==> src/rtl/if_pkg.sv <==
// Shared types and constants for the fetch stage: FSM states, the IF/ID payload
// layout and helpers for building bubbles and range-checking word addresses.
package if_pkg;

    typedef enum logic [1:0] {
        ST_BOOT   = 2'd0,
        ST_RUN    = 2'd1,
        ST_HALTED = 2'd2,
        ST_FAULT  = 2'd3
    } if_state_e;

    localparam logic [31:0] DEFAULT_HALT_WORD = 32'hFFFF_FFFF;
    localparam logic [31:0] DEFAULT_NOP_WORD  = 32'h0000_0000;

    typedef struct packed {
        logic [31:0] pc;
        logic [31:0] pc_plus1;
        logic [31:0] instr;
        logic        valid;
    } ifid_t;

    function automatic ifid_t make_bubble(input logic [31:0] nop_word);
        ifid_t b;
        b.pc       = 32'h0;
        b.pc_plus1 = 32'h0;
        b.instr    = nop_word;
        b.valid    = 1'b0;
        return b;
    endfunction

    function automatic logic in_range(input logic [31:0] addr, input int unsigned depth);
        return (addr < depth);
    endfunction

endpackage

==> src/rtl/if_id_pipe_reg.sv <==
// IF/ID pipeline register. Bubble beats load; with neither asserted the
// register holds, which is how a stall freezes the decode stage.
module if_id_pipe_reg
    import if_pkg::*;
#(
    parameter logic [31:0] NOP_WORD = DEFAULT_NOP_WORD
) (
    input  logic  i_clk,
    input  logic  i_rst_n,
    input  logic  i_load,
    input  logic  i_bubble,
    input  ifid_t i_data,
    output ifid_t o_data
);

    localparam ifid_t BUBBLE = make_bubble(NOP_WORD);

    ifid_t r_data;

    always_ff @(posedge i_clk or negedge i_rst_n) begin
        if (!i_rst_n) begin
            r_data <= BUBBLE;
        end else if (i_bubble) begin
            r_data <= BUBBLE;
        end else if (i_load) begin
            r_data <= i_data;
        end
    end

    assign o_data = r_data;

endmodule

==> src/rtl/if_pc_unit.sv <==
// Fetch-stage front end: program counter, redirect/stall/halt control and the
// out-of-range fault, feeding the IF/ID register toward decode.
module if_pc_unit
    import if_pkg::*;
#(
    parameter logic [31:0] RESET_PC  = 32'h0000_0000,
    parameter int unsigned MEM_DEPTH = 1025,
    parameter logic [31:0] HALT_WORD = DEFAULT_HALT_WORD,
    parameter logic [31:0] NOP_WORD  = DEFAULT_NOP_WORD
) (
    input  logic        Clk,
    input  logic        Reset_n,
    input  logic        Stall_IF,
    input  logic        Branch_Taken_EX,
    input  logic [31:0] Branch_Target_EX,
    input  logic        Jump_ID,
    input  logic [31:0] Jump_Target_ID,
    output logic [31:0] PC_IF,
    input  logic [31:0] Instruction_IF,
    output logic [31:0] PC_ID,
    output logic [31:0] PC_Plus1_ID,
    output logic [31:0] Instruction_ID,
    output logic        Valid_ID,
    output logic        Halted,
    output logic        Fetch_Fault
);

    if_state_e   r_state;
    logic [31:0] r_pc;
    logic        r_halted;
    logic        r_fault;

    if_state_e   w_state_next;
    logic [31:0] w_pc_next;
    logic        w_halted_next;
    logic        w_fault_next;
    logic        w_load;
    logic        w_bubble;
    logic        w_redirect;
    logic [31:0] w_target;
    logic        w_target_ok;
    logic [31:0] w_pc_plus1;
    logic        w_seq_ok;
    ifid_t       w_ifid_in;
    ifid_t       w_ifid_q;

    // A taken branch in EX is older than a jump in ID, so it wins the target mux.
    assign w_redirect  = Branch_Taken_EX | Jump_ID;
    assign w_target    = Branch_Taken_EX ? Branch_Target_EX : Jump_Target_ID;
    assign w_target_ok = in_range(w_target, MEM_DEPTH);
    assign w_pc_plus1  = r_pc + 32'd1;
    assign w_seq_ok    = in_range(w_pc_plus1, MEM_DEPTH);

    assign w_ifid_in.pc       = r_pc;
    assign w_ifid_in.pc_plus1 = w_pc_plus1;
    assign w_ifid_in.instr    = Instruction_IF;
    assign w_ifid_in.valid    = 1'b1;

    always_comb begin
        w_state_next  = r_state;
        w_pc_next     = r_pc;
        w_halted_next = r_halted;
        w_fault_next  = r_fault;
        w_load        = 1'b0;
        w_bubble      = 1'b0;

        case (r_state)
            ST_BOOT: begin
                w_bubble     = 1'b1;
                w_state_next = ST_RUN;
            end

            ST_RUN: begin
                if (w_redirect) begin
                    w_bubble = 1'b1;
                    if (w_target_ok) begin
                        w_pc_next = w_target;
                    end else begin
                        w_fault_next = 1'b1;
                        w_state_next = ST_FAULT;
                    end
                end else if (Stall_IF) begin
                    w_load = 1'b0;
                end else if (Instruction_IF == HALT_WORD) begin
                    w_load        = 1'b1;
                    w_halted_next = 1'b1;
                    w_state_next  = ST_HALTED;
                end else begin
                    // The last legal word is still delivered to decode before faulting.
                    w_load = 1'b1;
                    if (w_seq_ok) begin
                        w_pc_next = w_pc_plus1;
                    end else begin
                        w_fault_next = 1'b1;
                        w_state_next = ST_FAULT;
                    end
                end
            end

            ST_HALTED: begin
                if (w_redirect) begin
                    w_bubble      = 1'b1;
                    w_halted_next = 1'b0;
                    if (w_target_ok) begin
                        w_pc_next    = w_target;
                        w_state_next = ST_RUN;
                    end else begin
                        w_fault_next = 1'b1;
                        w_state_next = ST_FAULT;
                    end
                end else if (!Stall_IF) begin
                    w_bubble = 1'b1;
                end
            end

            ST_FAULT: begin
                w_bubble = 1'b1;
            end

            default: begin
                w_bubble     = 1'b1;
                w_state_next = ST_BOOT;
            end
        endcase
    end

    always_ff @(posedge Clk or negedge Reset_n) begin
        if (!Reset_n) begin
            r_state  <= ST_BOOT;
            r_pc     <= RESET_PC;
            r_halted <= 1'b0;
            r_fault  <= 1'b0;
        end else begin
            r_state  <= w_state_next;
            r_pc     <= w_pc_next;
            r_halted <= w_halted_next;
            r_fault  <= w_fault_next;
        end
    end

    if_id_pipe_reg #(
        .NOP_WORD (NOP_WORD)
    ) u_if_id (
        .i_clk    (Clk),
        .i_rst_n  (Reset_n),
        .i_load   (w_load),
        .i_bubble (w_bubble),
        .i_data   (w_ifid_in),
        .o_data   (w_ifid_q)
    );

    assign PC_IF          = r_pc;
    assign PC_ID          = w_ifid_q.pc;
    assign PC_Plus1_ID    = w_ifid_q.pc_plus1;
    assign Instruction_ID = w_ifid_q.instr;
    assign Valid_ID       = w_ifid_q.valid;
    assign Halted         = r_halted;
    assign Fetch_Fault    = r_fault;

endmodule

==> config.mk <==
export PLATFORM = sky130hd
export DESIGN_NAME = if_pc_unit
export DESIGN_NICKNAME = d
export VERILOG_FILES = /design/src/rtl/if_pkg.sv /design/src/rtl/if_id_pipe_reg.sv /design/src/rtl/if_pc_unit.sv
export SDC_FILE = /design/constraint.sdc
export NUM_CORES = 1
export LEC_CHECK = 0
export ABC_AREA = 1
export ABC_CLOCK_PERIOD_IN_PS = 4300
export CAP_MARGIN = 0
export CORE_ASPECT_RATIO = 1.75
export CORE_MARGIN = 3
export CORE_UTILIZATION = 45
export DETAILED_ROUTE_END_ITERATION = 7
export PLACE_DENSITY = 0.83
export RECOVER_POWER = 50
export SYNTH_ARGS = -nofsm -noshare
export SYNTH_HDL_FRONTEND = slang
export SYNTH_SLANG_ARGS = --single-unit
==> constraint.sdc <==
create_clock -name Clk -period 4.3 [get_ports Clk]
set_clock_uncertainty 0.15 [all_clocks]
set_input_delay 1.29 -clock Clk [delete_from_list [all_inputs] [get_ports Clk]]
set_output_delay 1.29 -clock Clk [all_outputs]
set_load 0.01 [all_outputs]
==> impl_metrics.csv <==
group,metric,value,unit
place,place_ws,0.311,ns
detailed_routing,dr.first_iter.drc_count,679,
sta,setup_viol,0,
logic_synthesis,synthCells,1086,
logic_synthesis,syn_area_per_cell,7.02,um^2
clock_network,post_cts_resized,0,
place,gp_congestion,0.945,
sta,slew_headroom,-25.5,%
sta,max_freq,0.282,GHz
sta,holdWs,0.339,ns
detailed_routing,wirelength,23.9,mm
detailed_routing,detail_route.wl_per_cell,15.6,um
setup_path,arrival,3.76,ns
grt,met1_usage,28.9,%
final_layout,stdcell_count,1528,
logic_synthesis,synth-seq-cells,133,
clock_network,cts_setup_buffers,0,
min_path,hp-class,"reg -> reg",
sta,report.final.hold_viol_count,0,
place,io_buffers,231,
grt,antenna_found_initial,0,
die,io_pins,232,
die,rows,62,
min_path,holdPathEnd,"u_if_id.o_data[6]",
detailed_routing,vias,8108,
detailed_routing,drc_errors,0,
power_and_ir_drop,p_per_area,493,nW/um^2
clock_network,cts_tree,"done",
final_layout,fin_area,10700,um^2
grt,grt_pass1_wl,38.3,mm
grt,grt_overflow,0,
setup_path,rrSetupSlack,0.80,ns
final_layout,mostFrequentLayoutCells,"369 x nand2_1, 171 x nand3_1, 165 x clkdlybuf4s50_1",
clock_network,cts_buffers,17,
logic_synthesis,synth_fp_nets,1192,
final_layout,layout-drive-gt1-share,5.90,%
clock_network,clk_latency,0.42,ns
grt,grt_pass1_vias,7611,
grt,busiest_layer,"met2",
logic_synthesis,ys_seq_area_share,43.6,%
sta,grt_setup_unrepaired,"no",
place,place_hpwl,18.3,mm
logic_synthesis,netlist.area_leader.share,43.6,%
final_layout,syn2layout_area_growth,40.1,%
clock_network,cts.path.max_buffers,2,
die,dieHeight,178,um
status,status,"finished with violations",
logic_synthesis,syn-cell-area,7630,um^2
sta,fin_ws,0.748,ns
final_layout,fin_nets,1399,
setup_path,reg2reg_to,"PC_IF[25]",
setup_path,cp.required,4.50,ns
min_path,hold_depth,2,
die,start_util,46.2,%
final_layout,layout_commonest_cell,"nand2_1",
detailed_routing,ant_nets,0,
grt,grtUsageTotal,25.8,%
grt,grt_max_degree,98,
sta,fin_tns_setup,0,ns
final_layout,n_antenna_cell,0,
setup_path,crit_path_start_kind,"input port",
clock_network,cts.sinks,133,
logic_synthesis,yosysUniqueCellTypes,31,
place,placed_cells,1498,
die,core_area,16500,um^2
logic_synthesis,yosysTopAreaCell,"dfrtp_1",
status,violations,"max-capacitance violations, max-slew violations",
min_path,hp-start,"u_if_id.o_data[6]",
setup_path,critPathMaxFanout,29,
die,die_area,18600,um^2
setup_path,crit_path_end_kind,"flip-flop",
power_and_ir_drop,peakVddDrop,0.000438,V
logic_synthesis,ys_warn_count,0,
sta,min_period,3.55,ns
clock_network,cts_root_buf,"clkbuf_16",
detailed_routing,firstDrtPassIters,5,
setup_path,rr_worst_depth,18,
grt,grt_use_met2,46.3,%
place,placed_area,10100,um^2
sta,tightest_slew,1.88,ns
detailed_routing,viasPerCell,5.31,
setup_path,r2r_start,"PC_IF[1]",
sta,fin_crit_sh,82.6,%
die,fp.dieW,104,um
clock_network,clkTransAtPathRegs,0.06,ns
final_layout,fill_cells,1456,
job,cap_violations,1,
clock_network,cts_max_level,4,
setup_path,path_class,"in -> reg",
sta,slew_viol_final,72,
power_and_ir_drop,power.leakage,0.00513,uW
grt,met3_usage,4.74,%
clock_network,hold_buffers,0,
logic_synthesis,synthTopCellsByArea,"dfrtp_1 44%, nand2_1 18%, nand3_1 11%, o21ai_0 6.0%, nor2_1 3.3%",
-- cells by family after synthesis --
group / count (synthesis) / synth area share, %
and+or+nand+nor: 670 / 38.3
AOI/OAI and AO/OA: 137 / 9.14
buffers and inverters: 136 / 7.53
DFF: 133 / 43.6
xor gates and xnor gates: 5 / 0.574
adders and majority gates: 5 / 0.820
-- critical path: stages --
cell	delay, ns
clkdlybuf4s50_1	0.47
buf_4	0.21
buf_4	0.18
nand2_1	0.06
nand2_1	0.05
nor2_1	0.12
nand2_1	0.09
nor2_1	0.11
nand2_1	0.06
nand3_1	0.29
buf_4	0.37
a21oi_1	0.12
a21oi_1	0.17
nand3_1	0.10
nand2_1	0.08
-- per-stage QoR --
stage               util [%]  total power (uW)
global route            64.7              5590
detailed placement      61.2              3820
floorplan                  -              2930
finish                  64.7              5270
CTS                     64.8              5310
global placement        61.2              3780
-- flip-flops by register name (all words and copies together), names as in the netlist --
signal	cells
Halted	1
u_if_id.o_data	97
Fetch_Fault	1
r_state	2
PC_IF	32
-- how the worst max path moves through the flow --
stage / start / endpoint / slack [ns] / depth (start not counted)
detailed placement: Branch_Taken_EX / PC_IF[13] / 0.31 / 16
global placement: Branch_Taken_EX / PC_IF[26] / 0.37 / 16
finish: Branch_Taken_EX / PC_IF[15] / 0.75 / 15
floorplan: Branch_Taken_EX / u_if_id.o_data[0] / 1.20 / 10
CTS: Branch_Taken_EX / PC_IF[20] / 0.75 / 16
global route: Reset_n / u_if_id.o_data[60] / 0.46 / 2
-- area by class of cell --
| cell class | count | area [um^2] | share of cell area, % |
|---|---|---|---|
| inverter | 76 | 288 | 2.69 |
| tap | 224 | 280 | 2.62 |
| clock inverter | 9 | 128 | 1.19 |
| multi-input combinational | 817 | 3740 | 35.0 |
| timing repair buffer | 248 | 2450 | 23.0 |
| sequential | 133 | 3330 | 31.1 |
| clock buffer | 21 | 470 | 4.40 |
-- cells in the mapped netlist --
| cell | count |
|---|---|
| nand2_1 | 369 |
| nand3_1 | 171 |
| dfrtp_1 | 133 |
| o21ai_0 | 92 |
| nor2_1 | 68 |
| inv_1 | 65 |
| a21oi_1 | 33 |
| nand4_1 | 33 |
| clkbuf_1 | 31 |
| buf_2 | 18 |
| o21ai_1 | 7 |
| inv_2 | 6 |
| nor2_2 | 6 |
| or2_2 | 6 |
| buf_4 | 5 |
| clkinv_1 | 5 |
| ha_1 | 5 |
| nor2_4 | 5 |
| xor2_1 | 5 |
| and2_1 | 3 |
| buf_1 | 3 |
| buf_6 | 3 |
| nand2_2 | 3 |
| nand2_4 | 2 |
| nor4_1 | 2 |
| o21bai_1 | 2 |
| a31oi_1 | 1 |
| and3_1 | 1 |
| nand3_2 | 1 |
| o211ai_1 | 1 |
| o21a_1 | 1 |
-- where the power goes --
| group | switching, uW | leakage, uW | internal [uW] | total, uW |
|---|---|---|---|---|
| clock network | 524 | 0.000287 | 947 | 1470 |
| logic | 1290 | 0.00304 | 803 | 2090 |
| registers | 263 | 0.00181 | 1450 | 1710 |
| total | 2080 | 0.00513 | 3200 | 5270 |
-- per-layer routing --
layer / part of all wire (%) / vias to the layer above
met4: 5.0 / 0
li1: - / 3989
met2: 52 / 322
met1: 37 / 3724
met3: 5.5 / 73
met5: 0 / -
No activity file was read; power rests on OpenSTA's default activity.
